**src/rtl/mips_pkg.sv**
```systemverilog
// Shared MIPS front-end types: register/word types, opcode/funct encodings, NOP and IF/ID payload.
package mips_pkg;

  localparam int unsigned REG_AW  = 5;
  localparam int unsigned WORD_W  = 32;
  localparam int unsigned FIELD_W = 6;

  typedef logic [REG_AW-1:0] reg_addr_t;
  typedef logic [WORD_W-1:0] word_t;

  localparam logic [FIELD_W-1:0] OP_RTYPE = 6'h00;
  localparam logic [FIELD_W-1:0] OP_BEQ   = 6'h04;
  localparam logic [FIELD_W-1:0] OP_ADDI  = 6'h08;
  localparam logic [FIELD_W-1:0] OP_LW    = 6'h23;
  localparam logic [FIELD_W-1:0] OP_SW    = 6'h2B;

  localparam logic [FIELD_W-1:0] FN_ADD = 6'h20;
  localparam logic [FIELD_W-1:0] FN_SUB = 6'h22;
  localparam logic [FIELD_W-1:0] FN_AND = 6'h24;
  localparam logic [FIELD_W-1:0] FN_OR  = 6'h25;
  localparam logic [FIELD_W-1:0] FN_SLT = 6'h2A;

  localparam word_t NOP_INSTR = 32'h0000_0000;

  // Instruction half of the IF/ID pipeline register
  typedef struct packed {
    word_t instr;
    logic  valid;
  } if_id_t;

endpackage

```
**src/rtl/regfile.sv**
```systemverilog
// Register file: two asynchronous read ports, one synchronous write port, r0 hard-wired to zero.
// Same-cycle write-to-read bypass is enabled by defining RF_BYPASS_EN.
module regfile
  import mips_pkg::*;
#(
  parameter int unsigned DATA_W = 32,
  parameter int unsigned REG_N  = 32
) (
  input  logic              clk,
  input  logic              rst,
  input  reg_addr_t         ra_addr,
  output logic [DATA_W-1:0] ra_data,
  input  reg_addr_t         rb_addr,
  output logic [DATA_W-1:0] rb_data,
  input  logic              we,
  input  reg_addr_t         waddr,
  input  logic [DATA_W-1:0] wdata
);

  localparam int unsigned IDX_W = (REG_N > 1) ? $clog2(REG_N) : 1;

  logic [DATA_W-1:0] mem [REG_N];

  function automatic logic in_range(input reg_addr_t a);
    return 32'(a) < REG_N;
  endfunction

  function automatic logic [DATA_W-1:0] read_port(input reg_addr_t a);
    logic [DATA_W-1:0] v;
    v = '0;
    if (a != '0 && in_range(a)) v = mem[IDX_W'(a)];
`ifdef RF_BYPASS_EN
    if (we && waddr != '0 && waddr == a && in_range(a)) v = wdata;
`endif
    return v;
  endfunction

  // Write port; reset clears every entry
  always_ff @(posedge clk) begin
    if (rst) begin
      for (int unsigned i = 0; i < REG_N; i++) mem[IDX_W'(i)] <= '0;
    end else if (we && waddr != '0 && in_range(waddr)) begin
      mem[IDX_W'(waddr)] <= wdata;
    end
  end

  always_comb ra_data = read_port(ra_addr);
  always_comb rb_data = read_port(rb_addr);

endmodule

```
**src/rtl/id_stage.sv**
```systemverilog
// MIPS instruction-decode stage: IF/ID register, field decode, load-use stall, branch target.
// Optional same-cycle register-file bypass: define RF_BYPASS_EN.
module id_stage
  import mips_pkg::*;
#(
  parameter int unsigned DATA_W = 32,
  parameter int unsigned REG_N  = 32
) (
  input  logic               clk,
  input  logic               rst,
  input  word_t              if_instr,
  input  logic [DATA_W-1:0]  if_pc4,
  input  logic               if_valid,
  input  logic               flush,
  input  logic               ex_memread,
  input  reg_addr_t          ex_rt,
  input  logic               wb_we,
  input  reg_addr_t          wb_addr,
  input  logic [DATA_W-1:0]  wb_data,
  output logic               stall_out,
  output logic               id_valid,
  output logic [5:0]         id_opcode,
  output logic [5:0]         id_funct,
  output reg_addr_t          id_rs,
  output reg_addr_t          id_rt,
  output reg_addr_t          id_rd,
  output logic [DATA_W-1:0]  id_rs_data,
  output logic [DATA_W-1:0]  id_rt_data,
  output logic [DATA_W-1:0]  id_imm,
  output logic [DATA_W-1:0]  id_pc4,
  output logic [DATA_W-1:0]  id_br_target
);

  if_id_t            ifid_q, ifid_d;
  logic [DATA_W-1:0] pc4_q, pc4_d;

  assign id_opcode = ifid_q.instr[31:26];
  assign id_rs     = ifid_q.instr[25:21];
  assign id_rt     = ifid_q.instr[20:16];
  assign id_rd     = ifid_q.instr[15:11];
  assign id_funct  = ifid_q.instr[5:0];
  assign id_imm    = {{(DATA_W-16){ifid_q.instr[15]}}, ifid_q.instr[15:0]};
  assign id_pc4    = pc4_q;
  assign id_br_target = pc4_q + (id_imm << 2);

  // Load-use hazard; a flush kills the dependent instruction so no stall is needed
  assign stall_out = ifid_q.valid && ex_memread && (ex_rt != '0) &&
                     ((ex_rt == id_rs) || (ex_rt == id_rt)) && !flush;
  assign id_valid  = ifid_q.valid && !stall_out;

  // IF/ID next state: flush beats stall beats load
  always_comb begin
    ifid_d = ifid_q;
    pc4_d  = pc4_q;
    if (flush) begin
      ifid_d.instr = NOP_INSTR;
      ifid_d.valid = 1'b0;
      pc4_d        = '0;
    end else if (!stall_out) begin
      ifid_d.instr = if_instr;
      ifid_d.valid = if_valid;
      pc4_d        = if_pc4;
    end
  end

  always_ff @(posedge clk) begin
    if (rst) begin
      ifid_q.instr <= NOP_INSTR;
      ifid_q.valid <= 1'b0;
      pc4_q        <= '0;
    end else begin
      ifid_q <= ifid_d;
      pc4_q  <= pc4_d;
    end
  end

  regfile #(
    .DATA_W (DATA_W),
    .REG_N  (REG_N)
  ) u_regfile (
    .clk     (clk),
    .rst     (rst),
    .ra_addr (id_rs),
    .ra_data (id_rs_data),
    .rb_addr (id_rt),
    .rb_data (id_rt_data),
    .we      (wb_we),
    .waddr   (wb_addr),
    .wdata   (wb_data)
  );

endmodule
```
**config.mk**
```make
export PLATFORM = sky130hd
export DESIGN_NAME = id_stage
export DESIGN_NICKNAME = d
export VERILOG_FILES = /design/src/rtl/mips_pkg.sv /design/src/rtl/regfile.sv /design/src/rtl/id_stage.sv
export SDC_FILE = /design/constraint.sdc
export NUM_CORES = 2
export LEC_CHECK = 0
export BUFFER_PORTS_ARGS = -buffer_cell sky130_fd_sc_hd__buf_2
export CORE_MARGIN = 3
export CORE_UTILIZATION = 60
export CTS_BUF_LIST = sky130_fd_sc_hd__clkbuf_4 sky130_fd_sc_hd__clkbuf_8
export DETAILED_ROUTE_END_ITERATION = 8
export PLACE_DENSITY = 0.77
export SLEW_MARGIN = 5
export SYNTH_ARGS = -nofsm -noshare
export SYNTH_HDL_FRONTEND = slang
export SYNTH_HIERARCHICAL = 1
export SYNTH_SLANG_ARGS = --single-unit
```
**constraint.sdc**
```tcl
create_clock -name clk -period 7.57 [get_ports clk]
set_input_delay 0.3785 -clock clk [delete_from_list [all_inputs] [get_ports clk]]
set_output_delay 0.3785 -clock clk [all_outputs]
set_load 0.02 [all_outputs]
```
==> flow_summary.toml <==
[power]
clock_power_share_pct = 36.2
intPower_mw = 10.2
peakVddDrop_mv = 0.152
power_switching_mw = 3.57
switching_share_pct = 25.9
seqPwrFrac_pct = 51.6
combPwrFrac_pct = 12.2
powerDensity_nw_per_um2 = 212
leakage_nw = 22.3

[detailed_routing]
drc = 0
wl_per_cell_um = 33.2
num_vias = 39631
drtPass1Iterations = 6
drt-vias-per-instance = 6.96
ant_nets = 0
wl_mm = 189
drtIter0Drc = 6277

[global_routing]
antenna_found_initial = 15
grt_pass1_vias = 39659
grt_max_degree = 111
overflow = 0
grt_pass1_wl_mm = 269
grt.total_usage_pct = 36.8

[floorplanning]
io-pin-count = 301
die_h_um = 320
die_w_um = 320
initial_core_util_pct = 60.7
dieArea_um2 = 102000
core-area_um2 = 97100
rows = 114

[synth]
async_reset_ff_share_pct = 0
ys_ff_latch = 1089
avgSynthCellArea_um2 = 14.5
yosysSeqAreaShare_pct = 54.3
yosysWarnings = 6
netlist_instances = 4063
syn_area_um2 = 59000
ys_types = 74
synth_edf_count = 1024
ys.flop_type = "edfxtp_1"

[sta]
hold_viol_final = 0
finalCriticalPeriod_ps = 5360
slew-limit-headroom_pct = 16.1
setup_violations = 0
fin_tns_setup_ps = 0
fmax_mhz = 187
tightest_slew_ps = 1260
rsz0062_at_grt = "false"
fin_crit_sh_pct = 70.8
drv_slew = 0
fin_worst_skew_ps = 52.6

[outcome]
status = "finished, final reports clean"

[cts]
cts_tree = "yes"
h-tree-depth = 4
cts_buffers = 178
clkSinkCount = 1089
insertion_delay_ps = 840
post_cts_buffers = 0
cts_resized = 0
clk_pin_slew_ps = 70
cts_root_buffer = "clkbuf_8"
clk_path_buf_depth = 3

[setup_path]
critPathMaxStageDelay_ps = 960
start_kind = "register"
r2r_slack_ps = 3690
worstSetupPathType = "register to primary output"
cp_max_fo = 38
startpoint = "id_rs[1]"
rr_startpoint = "id_rs[0]"
cpMaxStageDelayCell = "nor3_1"
cp.required_ps = 7190
end_kind = "primary output"
crit_arrival_ps = 4980
worstPathCellList = "buf_4, nor2b_4, buf_4, a22o_1, a2111oi_1, nor3_1, buf_2"
cpMostUsedCell = "buf_4"

[placement]
portBuffers = 300
place.gp.congestion = 0.932
dp_hpwl_mm = 113
placed_cells = 5304

[worst_hold_path]
hold_path_startpoint = "wb_data[13]"
hold_class = "primary input to register"

[job]
max-cap-violations = 0

[final_layout]
area_growth_pct = 10.2
post-route-util_pct = 66.9
instances_no_fill = 5697
fin_nets = 4416
nFillCells = 6637
layout-drive-gt1-share_pct = 28.8
## power by group through the flow
stage / clock (mW) / combinational, mW / sequential (mW)
2_1_floorplan: 0 / 1.06 / 7.14
3_3_place_gp: 0 / 1.59 / 7.21
3_5_place_dp: 0 / 1.60 / 7.23
4_1_cts: 5.02 / 1.63 / 7.11
5_1_grt: 5.29 / 1.72 / 7.15
6_report: 4.99 / 1.68 / 7.12
## cell type report
class / instances / area (um2) / area share [%]
timing repair buffer: 474 / 3040 / 4.68
sequential: 1089 / 32100 / 49.4
clock buffer: 246 / 3030 / 4.66
tap: 1276 / 1600 / 2.46
clock inverter: 73 / 364 / 0.560
inverter: 9 / 33.8 / 0.0520
antenna: 8 / 20.0 / 0.0308
multi-input combinational: 2522 / 24800 / 38.2
## stage by stage
stage | instance area (um2) | power, mW | setup slack [ps] | hold slack [ps]
after floorplan | 59100 | 8.19 | 4380 | 465
after global placement | 60900 | 8.80 | 3510 | 471
after detailed placement | 60900 | 8.83 | 3480 | 487
after CTS | 64900 | 13.8 | 2570 | 83.7
after global routing | 65000 | 14.2 | 2380 | 137
final | 65000 | 13.8 | 2210 | 136
## critical path, delay by kind of cell, from the launching register on
family	cells	cell delay [ps]
simple gates	2	1640
compound gates	2	380
flops	1	530
buf+inv	3	1490
## per-layer routing
metal | vias up | routed length [um] | global-route usage (%)
li1 | 15954 | - | -
met1 | 19508 | 63600 | 47.9
met2 | 3501 | 85500 | 55.8
met3 | 660 | 28300 | 11.4
met4 | 8 | 12000 | 20.4
met5 | - | 44 | 0
## sequential cells by signal, summed over array words and instances (netlist names)
register       cells
id_rs              5
id_imm            10
id_pc4            32
id_opcode          6
u_regfile/mem   1024
id_rt              5
id_funct           6
ifid_q             1
## kinds of logic (layout without fill, tap and decap cells)
family                     count (synthesis)  count (layout)  synth area share (%)
AOI/OAI and AO/OA                        371             371                  4.74
xor gates and xnor gates                  32              32                 0.475
adders and majority gates                 30              30                 0.649
buffers and inverters                    483             802                  4.08
DFF                                     1089            1089                  54.3
muxes                                    716             716                  22.2
other                                      1              40               0.00636
and+or+nand+nor                         1341            1341                  13.5
## cells in the mapped netlist (5+ instances only)
master | n | area (um2)
nand2b_1 | 5 | 31.3
buf_4 | 95 | 713
o211ai_1 | 7 | 52.6
a22o_1 | 51 | 447
mux4_2 | 472 | 10600
nor3_1 | 70 | 350
clkbuf_1 | 282 | 1060
dfxtp_1 | 65 | 1300
a22oi_1 | 16 | 120
xnor2_1 | 20 | 175
ha_1 | 29 | 363
and2_1 | 995 | 6220
edfxtp_1 | 1024 | 30700
o21a_1 | 5 | 37.5
nand3_1 | 14 | 70.1
o22ai_1 | 103 | 644
a2111oi_0 | 19 | 166
a21oi_1 | 44 | 220
mux2i_1 | 214 | 2140
a2111oi_1 | 41 | 410
buf_1 | 18 | 67.6
nor4_1 | 8 | 50.1
nand3b_1 | 5 | 37.5
xor2_1 | 12 | 105
a211oi_1 | 19 | 143
mux2_2 | 30 | 338
nand2_1 | 34 | 128
o21ai_0 | 12 | 60.1
o21ai_1 | 11 | 55.1
and3_1 | 6 | 37.5
buf_6 | 22 | 248
a221o_1 | 5 | 50.1
buf_2 | 57 | 285
a21o_1 | 7 | 52.6
inv_1 | 9 | 33.8
nor2_1 | 128 | 480
nor2b_1 | 16 | 100
or2_2 | 34 | 213
## timing repair
action,4_1_cts,5_1_grt
endpoints found under the hold margin,65,0
setup endpoints to repair,0,0
hold buffers,65,0
## path summary, 6_finish.rpt
path | end | cells past startpoint
worst max-delay path | id_rs_data[3] | 7
worst min register to register | id_opcode[3] | 2
worst max register to register | id_pc4[13] | 8
worst min-delay path | u_regfile/mem[28][13] | 2
## cell usage in the layout (no fill, tap or decap), types with 51 or more instances in the layout
cell type,count
o22ai_1,103
mux4_2,472
edfxtp_1,1024
mux2i_1,214
buf_2,300
buf_4,102
dlygate4sd3_1,65
clkbuf_4,57
and2_1,994
a22o_1,51
clkbuf_8,189
nor3_1,70
dfxtp_1,57
nor2_1,96
clkinv_1,51
No activity file was read; power rests on OpenSTA's default activity.
